**config.mk**
```make
export PLATFORM = sky130hd
export DESIGN_NAME = hdmi_i2c_config_seq
export DESIGN_NICKNAME = d
export VERILOG_FILES = /design/src/rtl/hdmi_i2c_config_seq.sv
export SDC_FILE = /design/constraint.sdc
export NUM_CORES = 1
export LEC_CHECK = 0
export ABC_CLOCK_PERIOD_IN_PS = 2500
export BUFFER_PORTS_ARGS = -buffer_cell sky130_fd_sc_hd__buf_2
export CORE_ASPECT_RATIO = 1.5
export CORE_MARGIN = 2
export CORE_UTILIZATION = 40
export DETAILED_ROUTE_END_ITERATION = 10
export SKIP_LAST_GASP = 1
export SYNTH_ARGS = -nofsm -noshare
export SYNTH_HDL_FRONTEND = slang
export SYNTH_SLANG_ARGS = --single-unit
```
**constraint.sdc**
```tcl
create_clock -name clk -period 2.5 [get_ports clk]
set_input_delay 0.375 -clock clk [delete_from_list [all_inputs] [get_ports clk]]
set_output_delay 0.375 -clock clk [all_outputs]
set_load 0.02 [all_outputs]
```
**src/rtl/hdmi_i2c_config_seq.sv**
```systemverilog
// hdmi_i2c_config_seq
//   Walks an external register/value table and writes every entry to the HDMI
//   transmitter as a 3-byte I2C write: {DEV_ADDR & 8'hFE, reg, value}. The bit
//   engine runs in the system clock domain and is paced by a quarter-bit tick.
//   A NACKed entry is retried up to MAX_RETRY extra times before the block
//   stops with error. A start pulse or a hot-plug interrupt falling edge
//   re-runs the table from entry 0.
//
// Ports
//   clk, reset        system clock, asynchronous active-low reset
//   start             one-cycle pulse, starts or restarts the table walk
//   hdmi_tx_int       active-low interrupt, falling edge requests re-init
//   lut_index         table entry currently addressed
//   lut_data          {reg, value} for lut_index, valid one clk after it changes
//   scl_oe / sda_oe   1 pulls the pad low, 0 releases it (open drain)
//   sda_in            sampled SDA pad level
//   busy/done/error   sequence status, done/error held until the next run
//   err_index         entry that exhausted its retries (valid with error)
module hdmi_i2c_config_seq #(
    parameter int         CLK_FREQ  = 50000000,
    parameter int         I2C_FREQ  = 100000,
    parameter int         LUT_SIZE  = 31,
    parameter int         IDX_W     = 8,
    parameter logic [7:0] DEV_ADDR  = 8'h72,
    parameter int         MAX_RETRY = 3
) (
    input  logic             clk,
    input  logic             reset,
    input  logic             start,
    input  logic             hdmi_tx_int,
    output logic [IDX_W-1:0] lut_index,
    input  logic [15:0]      lut_data,
    output logic             scl_oe,
    output logic             sda_oe,
    input  logic             sda_in,
    output logic             busy,
    output logic             done,
    output logic             error,
    output logic [IDX_W-1:0] err_index
);

    localparam int QDIV_RAW = CLK_FREQ / (4 * I2C_FREQ);
    localparam int QDIV     = (QDIV_RAW < 1) ? 1 : QDIV_RAW;
    localparam int CNT_W    = (QDIV > 1) ? $clog2(QDIV) : 1;
    localparam int RTY_W    = (MAX_RETRY > 0) ? $clog2(MAX_RETRY + 1) : 1;

    localparam logic [CNT_W-1:0] CNT_LAST  = CNT_W'(QDIV - 1);
    localparam logic [RTY_W-1:0] RTY_MAX   = RTY_W'(MAX_RETRY);
    localparam logic [IDX_W-1:0] IDX_LAST  = IDX_W'(LUT_SIZE - 1);
    localparam logic [7:0]       ADDR_BYTE = DEV_ADDR & 8'hFE;

    localparam logic [2:0] S_IDLE  = 3'd0;
    localparam logic [2:0] S_FETCH = 3'd1;
    localparam logic [2:0] S_XFER  = 3'd2;
    localparam logic [2:0] S_CHECK = 3'd3;
    localparam logic [2:0] S_NEXT  = 3'd4;
    localparam logic [2:0] S_DONE  = 3'd5;
    localparam logic [2:0] S_ERROR = 3'd6;

    // Frame slots: START, 27 bit slots (3 bytes x {8 data + ACK}), STOP.
    localparam logic [1:0] PH_START = 2'd0;
    localparam logic [1:0] PH_BIT   = 2'd1;
    localparam logic [1:0] PH_STOP  = 2'd2;

    logic [2:0]       state_q,   state_d;
    logic [CNT_W-1:0] cnt_q,     cnt_d;
    logic [1:0]       qtr_q,     qtr_d;
    logic [1:0]       phase_q,   phase_d;
    logic [1:0]       byte_q,    byte_d;
    logic [3:0]       bit_q,     bit_d;      // 0..7 data (MSB first), 8 = ACK slot
    logic             nack_q,    nack_d;
    logic [15:0]      data_q,    data_d;
    logic [IDX_W-1:0] idx_q,     idx_d;
    logic [RTY_W-1:0] retry_q,   retry_d;
    logic             done_q,    done_d;
    logic             error_q,   error_d;
    logic [IDX_W-1:0] err_idx_q, err_idx_d;
    logic             scl_oe_q,  scl_oe_d;
    logic             sda_oe_q,  sda_oe_d;
    logic             int_meta_q, int_sync_q, int_prev_q;

    logic       tick;
    logic       reinit;
    logic [7:0] tx_byte;
    logic       tx_bit;

    always_comb begin
        // NOTE: every always_comb output gets a default first so no path can infer a latch.
        state_d   = state_q;
        cnt_d     = '0;
        qtr_d     = qtr_q;
        phase_d   = phase_q;
        byte_d    = byte_q;
        bit_d     = bit_q;
        nack_d    = nack_q;
        data_d    = data_q;
        idx_d     = idx_q;
        retry_d   = retry_q;
        done_d    = done_q;
        error_d   = error_q;
        err_idx_d = err_idx_q;
        scl_oe_d  = 1'b0;
        sda_oe_d  = 1'b0;

        tick   = (state_q == S_XFER) && (cnt_q == CNT_LAST);
        reinit = start | (int_prev_q & ~int_sync_q);

        case (byte_q)
            2'd0:    tx_byte = ADDR_BYTE;
            2'd1:    tx_byte = data_q[15:8];
            default: tx_byte = data_q[7:0];
        endcase
        tx_bit = tx_byte[~bit_q[2:0]];

        case (state_q)
            S_IDLE, S_DONE, S_ERROR: begin
                if (reinit) begin
                    state_d = S_FETCH;
                    idx_d   = '0;
                    retry_d = '0;
                    done_d  = 1'b0;
                    error_d = 1'b0;
                end
            end
            S_FETCH: state_d = S_XFER;
            S_XFER: begin
                cnt_d = tick ? '0 : cnt_q + 1'b1;
                // The table word is re-captured through the whole first quarter
                // of START, so it is stable long before the reg byte is shifted.
                if (phase_q == PH_START && qtr_q == 2'd0)
                    data_d = lut_data;

                // Line decode for the current quarter; registered below so the
                // pads are driven from flops.
                case (phase_q)
                    PH_START: begin
                        scl_oe_d = (qtr_q == 2'd3);
                        sda_oe_d = (qtr_q != 2'd0);
                    end
                    PH_BIT: begin
                        scl_oe_d = (qtr_q == 2'd0) || (qtr_q == 2'd3);
                        sda_oe_d = (bit_q != 4'd8) && !tx_bit;
                    end
                    default: begin
                        scl_oe_d = (qtr_q == 2'd0);
                        sda_oe_d = (qtr_q != 2'd3);
                    end
                endcase

                if (tick) begin
                    if (qtr_q != 2'd3) begin
                        qtr_d = qtr_q + 2'd1;
                        if (phase_q == PH_BIT && bit_q == 4'd8 && qtr_q == 2'd2)
                            nack_d = sda_in;
                    end else begin
                        qtr_d = 2'd0;
                        case (phase_q)
                            PH_START: phase_d = PH_BIT;
                            PH_BIT: begin
                                if (bit_q != 4'd8) begin
                                    bit_d = bit_q + 4'd1;
                                end else if (nack_q || byte_q == 2'd2) begin
                                    phase_d = PH_STOP;
                                end else begin
                                    byte_d = byte_q + 2'd1;
                                    bit_d  = 4'd0;
                                end
                            end
                            default: state_d = S_CHECK;
                        endcase
                    end
                end
            end
            S_CHECK: begin
                if (!nack_q) begin
                    state_d = S_NEXT;
                end else if (retry_q < RTY_MAX) begin
                    retry_d = retry_q + 1'b1;
                    state_d = S_XFER;
                end else begin
                    state_d   = S_ERROR;
                    error_d   = 1'b1;
                    err_idx_d = idx_q;
                end
            end
            S_NEXT: begin
                if (idx_q == IDX_LAST) begin
                    state_d = S_DONE;
                    done_d  = 1'b1;
                end else begin
                    idx_d   = idx_q + 1'b1;
                    retry_d = '0;
                    state_d = S_FETCH;
                end
            end
            default: state_d = S_IDLE;
        endcase

        // Every entry into XFER begins a fresh frame.
        if (state_d == S_XFER && state_q != S_XFER) begin
            phase_d = PH_START;
            qtr_d   = 2'd0;
            byte_d  = 2'd0;
            bit_d   = 4'd0;
            nack_d  = 1'b0;
        end
    end

    // NOTE: sequential state is updated with non-blocking assignments only.
    always_ff @(posedge clk or negedge reset) begin
        if (!reset) begin
            state_q    <= S_IDLE;
            cnt_q      <= '0;
            qtr_q      <= 2'd0;
            phase_q    <= PH_START;
            byte_q     <= 2'd0;
            bit_q      <= 4'd0;
            nack_q     <= 1'b0;
            data_q     <= 16'h0000;
            idx_q      <= '0;
            retry_q    <= '0;
            done_q     <= 1'b0;
            error_q    <= 1'b0;
            err_idx_q  <= '0;
            scl_oe_q   <= 1'b0;
            sda_oe_q   <= 1'b0;
            // Interrupt line idles high; resetting the synchroniser to 1
            // prevents a false falling edge right after reset.
            int_meta_q <= 1'b1;
            int_sync_q <= 1'b1;
            int_prev_q <= 1'b1;
        end else begin
            state_q    <= state_d;
            cnt_q      <= cnt_d;
            qtr_q      <= qtr_d;
            phase_q    <= phase_d;
            byte_q     <= byte_d;
            bit_q      <= bit_d;
            nack_q     <= nack_d;
            data_q     <= data_d;
            idx_q      <= idx_d;
            retry_q    <= retry_d;
            done_q     <= done_d;
            error_q    <= error_d;
            err_idx_q  <= err_idx_d;
            scl_oe_q   <= scl_oe_d;
            sda_oe_q   <= sda_oe_d;
            int_meta_q <= hdmi_tx_int;
            int_sync_q <= int_meta_q;
            int_prev_q <= int_sync_q;
        end
    end

    assign lut_index = idx_q;
    assign scl_oe    = scl_oe_q;
    assign sda_oe    = sda_oe_q;
    assign busy      = (state_q == S_FETCH) || (state_q == S_XFER) ||
                       (state_q == S_CHECK) || (state_q == S_NEXT);
    assign done      = done_q;
    assign error     = error_q;
    assign err_index = err_idx_q;

endmodule

```
==> impl_results.md <==
- Max incr delay on CP: 0.39 ns
- Min-Delay Path Class: in -> reg
- Startpoint Class: flop
- Aggregate global-route resource usage: 0.1593
- Critical path type: reg -> reg
- CTS root buf: clkbuf_16
- Num ports: 42
- Final-report hold violation count: 0
- Arrival @ worst endpoint: 2.26 ns
- Outcome: complete, no violations
- Antenna cells: 0
- Worst path required time: 2.72 ns
- Die area: 8617 um2
- 1st-iter DRT viols: 82
- CTS tree: built
- Lkg Pwr: 0.001736 uW
- # port buffers: 41
- Htree depth: 3
- Core area: 7612 um2
- Yosys reg bits: 62
- Post-synthesis cell area: 3151 um2
- DP HPWL: 4.480 mm
- TritonCTS Buffers: 9
- Max-slew violations: 0
- Worst path cell trace: inv_1 > ha_1 > nor2_1 > a221oi_1 > a21oi_1 > o311a_1 > o32ai_1
- Drt total wl: 6.231 mm
- Die extent in y: 112.7 um
- RSZ-0062 raised after global routing: no
- Fmax: 0.4892 GHz
- Crit path to: sda_oe$_DFF_PN0_
- Fin nets: 369
- Distinct cell type count after synthesis: 52
- Core Util, Final: 0.4961
- Via density: 5.174
- Worst R2R Setup Slack: 0.46 ns
- Postcts setup bufs: 0
- Asr flop ratio synth: 1.000
- Initial core utilization: 0.4139
- FF-to-FF Start: byte_q[1]$_DFFE_PN0P_
- Ys flop type: dfrtp_1
- Power Density: 621.5 nW/um2
- Hold path cells: 1
- R2r worst-path depth: 7
- Max Cap Viol: 0
- Commonest non-fill, non-tap cell in the layout: dfrtp_1
- Max-slew headroom: 0.4817
- Syn_nets: 321
- Hold buffers post-CTS: 0
- Peak VDD IR: 0.3944 mV
- Critical path launch point: byte_q[1]$_DFFE_PN0P_
- Initial DRT Pass Iterations: 4
- Syn avg cell area: 10.98 um2
- Reg2reg end: sda_oe$_DFF_PN0_
- CTS max path bufs: 2
- Critical path endpoint category: flop
- Vias in the first global route: 2400
- Area Overhead vs Synth: 19.86%
- Crit Path Max Fanout: 9
- Seq/Total Area, Yosys: 0.4936
- FILL cells: 727
- Grt total ovfl: 0
- Hold Crit Start: hdmi_tx_int
- Proportion of layout cells with a drive suffix above 1: 0.2941
- # clock sinks: 62
- RD Place Congestion: 0.7787
- Largest net degree at the start of global routing: 63
- Most frequent cells in the layout: dfrtp_1, buf_2, nor2_1
- First-pass GRT wire length: 10.95 mm
- Skew-Pair Late Insertion Delay: 0.33 ns
- Row cnt: 39
- Horiz. Die Dim: 76.46 um
- Final period utilization: 0.8176
- DRC viols: 0
- Final ANT Viol Nets: 0
- Syn Inst Count: 287
- Post-synth EDFFs: 0
- Routed WL per cell: 14.10 um
- Setup Viol. Count Final: 0
- Worst Max-Slew Pin Slew: 0.7774 ns
- Critical Path Slowest Stage Cell: dfrtp_1
- Warnings, synthesis: 0
- Initial antenna violation count: 0
- Final worst path period need: 2.044 ns
- Worst-path clk slew: 0.05 ns
- Setup_tns: 0 ns
- Vias post-DR: 2287
- Clk_skew: 0.004264 ns
- Cts repair resizes: 0
==> stage by stage <==
| step | hold slack (ns) | worst slack (ns) | total power, uW | std cells | cell area [um2] |
|---|---|---|---|---|---|
| CTS | 0.1336 | 0.4564 | 2387 | 442 | 3776 |
| global route | 0.1366 | 0.3180 | 2429 | 442 | 3776 |
| detailed placement | 0.3488 | 0.4691 | 1110 | 426 | 3466 |
| finish | 0.1459 | 0.4560 | 2347 | 442 | 3776 |
| floorplan | 0.07941 | 0.7110 | 1065 | 287 | 3151 |
| global placement | 0.3473 | 0.5520 | 1108 | 426 | 3466 |
==> registers in the layout, indices dropped and copies added (netlist names) <==
register / cells
byte_q: 2
int_prev_q: 1
cnt_q: 7
sda_oe: 1
int_meta_q: 1
error: 1
data_q: 16
err_index: 8
bit_q: 4
scl_oe: 1
phase_q: 2
qtr_q: 2
done: 1
lut_index: 8
nack_q: 1
retry_q: 2
int_sync_q: 1
state_q: 3
==> logic make-up (layout without fill, tap and decap cells) <==
kind of cell,count (synthesis),after routing,share of synthesized area
adder cells (fa/ha/maj),13,13,0.05163
AO/OA/AOI/OAI,43,43,0.09254
XOR/XNOR,11,11,0.03058
buffers and inverters,24,77,0.03415
flip-flops,62,62,0.4936
AND/OR/NAND/NOR,100,100,0.1791
multiplexers,34,34,0.1183
==> cell usage after synthesis (4+ instances only) <==
master	count	share of area
or4_1	5	0.012
nand3_1	15	0.024
nor3_1	8	0.013
ha_1	13	0.052
mux2_2	26	0.093
dfrtp_1	59	0.47
and3_1	4	0.0079
a21oi_1	8	0.013
nand2_1	13	0.015
mux2i_1	8	0.025
nor2b_1	5	0.0099
inv_1	16	0.019
xor2_1	8	0.022
o21ai_0	10	0.016
nor2_1	29	0.035
==> cell type report <==
type | instances | area, um2 | area share
Clock inverter | 5 | 57.56 | 0.01524
Sequential cell | 62 | 1555 | 0.4119
Tap cell | 102 | 127.6 | 0.03380
Inverter | 16 | 60.06 | 0.01590
Clock buffer | 11 | 252.7 | 0.06693
Timing Repair Buffer | 45 | 235.2 | 0.06229
Multi-Input combinational cell | 201 | 1488 | 0.3940
==> where the power goes <==
part           total (uW)  internal (uW)  switching (uW)
Sequential           1030           1020            8.97
Combinational        57.7           25.2            32.4
Clock                1260            822             435
Total                2350           1870             476
==> worst max-delay path, delay by kind of cell (launching register included) <==
kind,cells,cell delay (ns)
AO/OA/AOI/OAI,4,0.95
buffers and inverters,1,0.08
adder cells (fa/ha/maj),1,0.34
flip-flops,1,0.39
AND/OR/NAND/NOR,1,0.17
==> worst min-delay path by stage <==
stage	endpoint	slack, ns
floorplan	bit_q[0]$_DFFE_PN0P_	0.08
global placement	int_sync_q$_DFF_PN1_	0.35
detailed placement	int_sync_q$_DFF_PN1_	0.35
CTS	int_meta_q$_DFF_PN1_	0.13
global route	int_meta_q$_DFF_PN1_	0.14
finish	int_meta_q$_DFF_PN1_	0.15
==> metal layers <==
metal / track usage / wire length, um
met1: 0.1714 / 2571
met2: 0.2932 / 3347
met3: 0.03509 / 192
met4: 0.07758 / 119
met5: 0 / 0
Power figures use the tool's default switching activity.
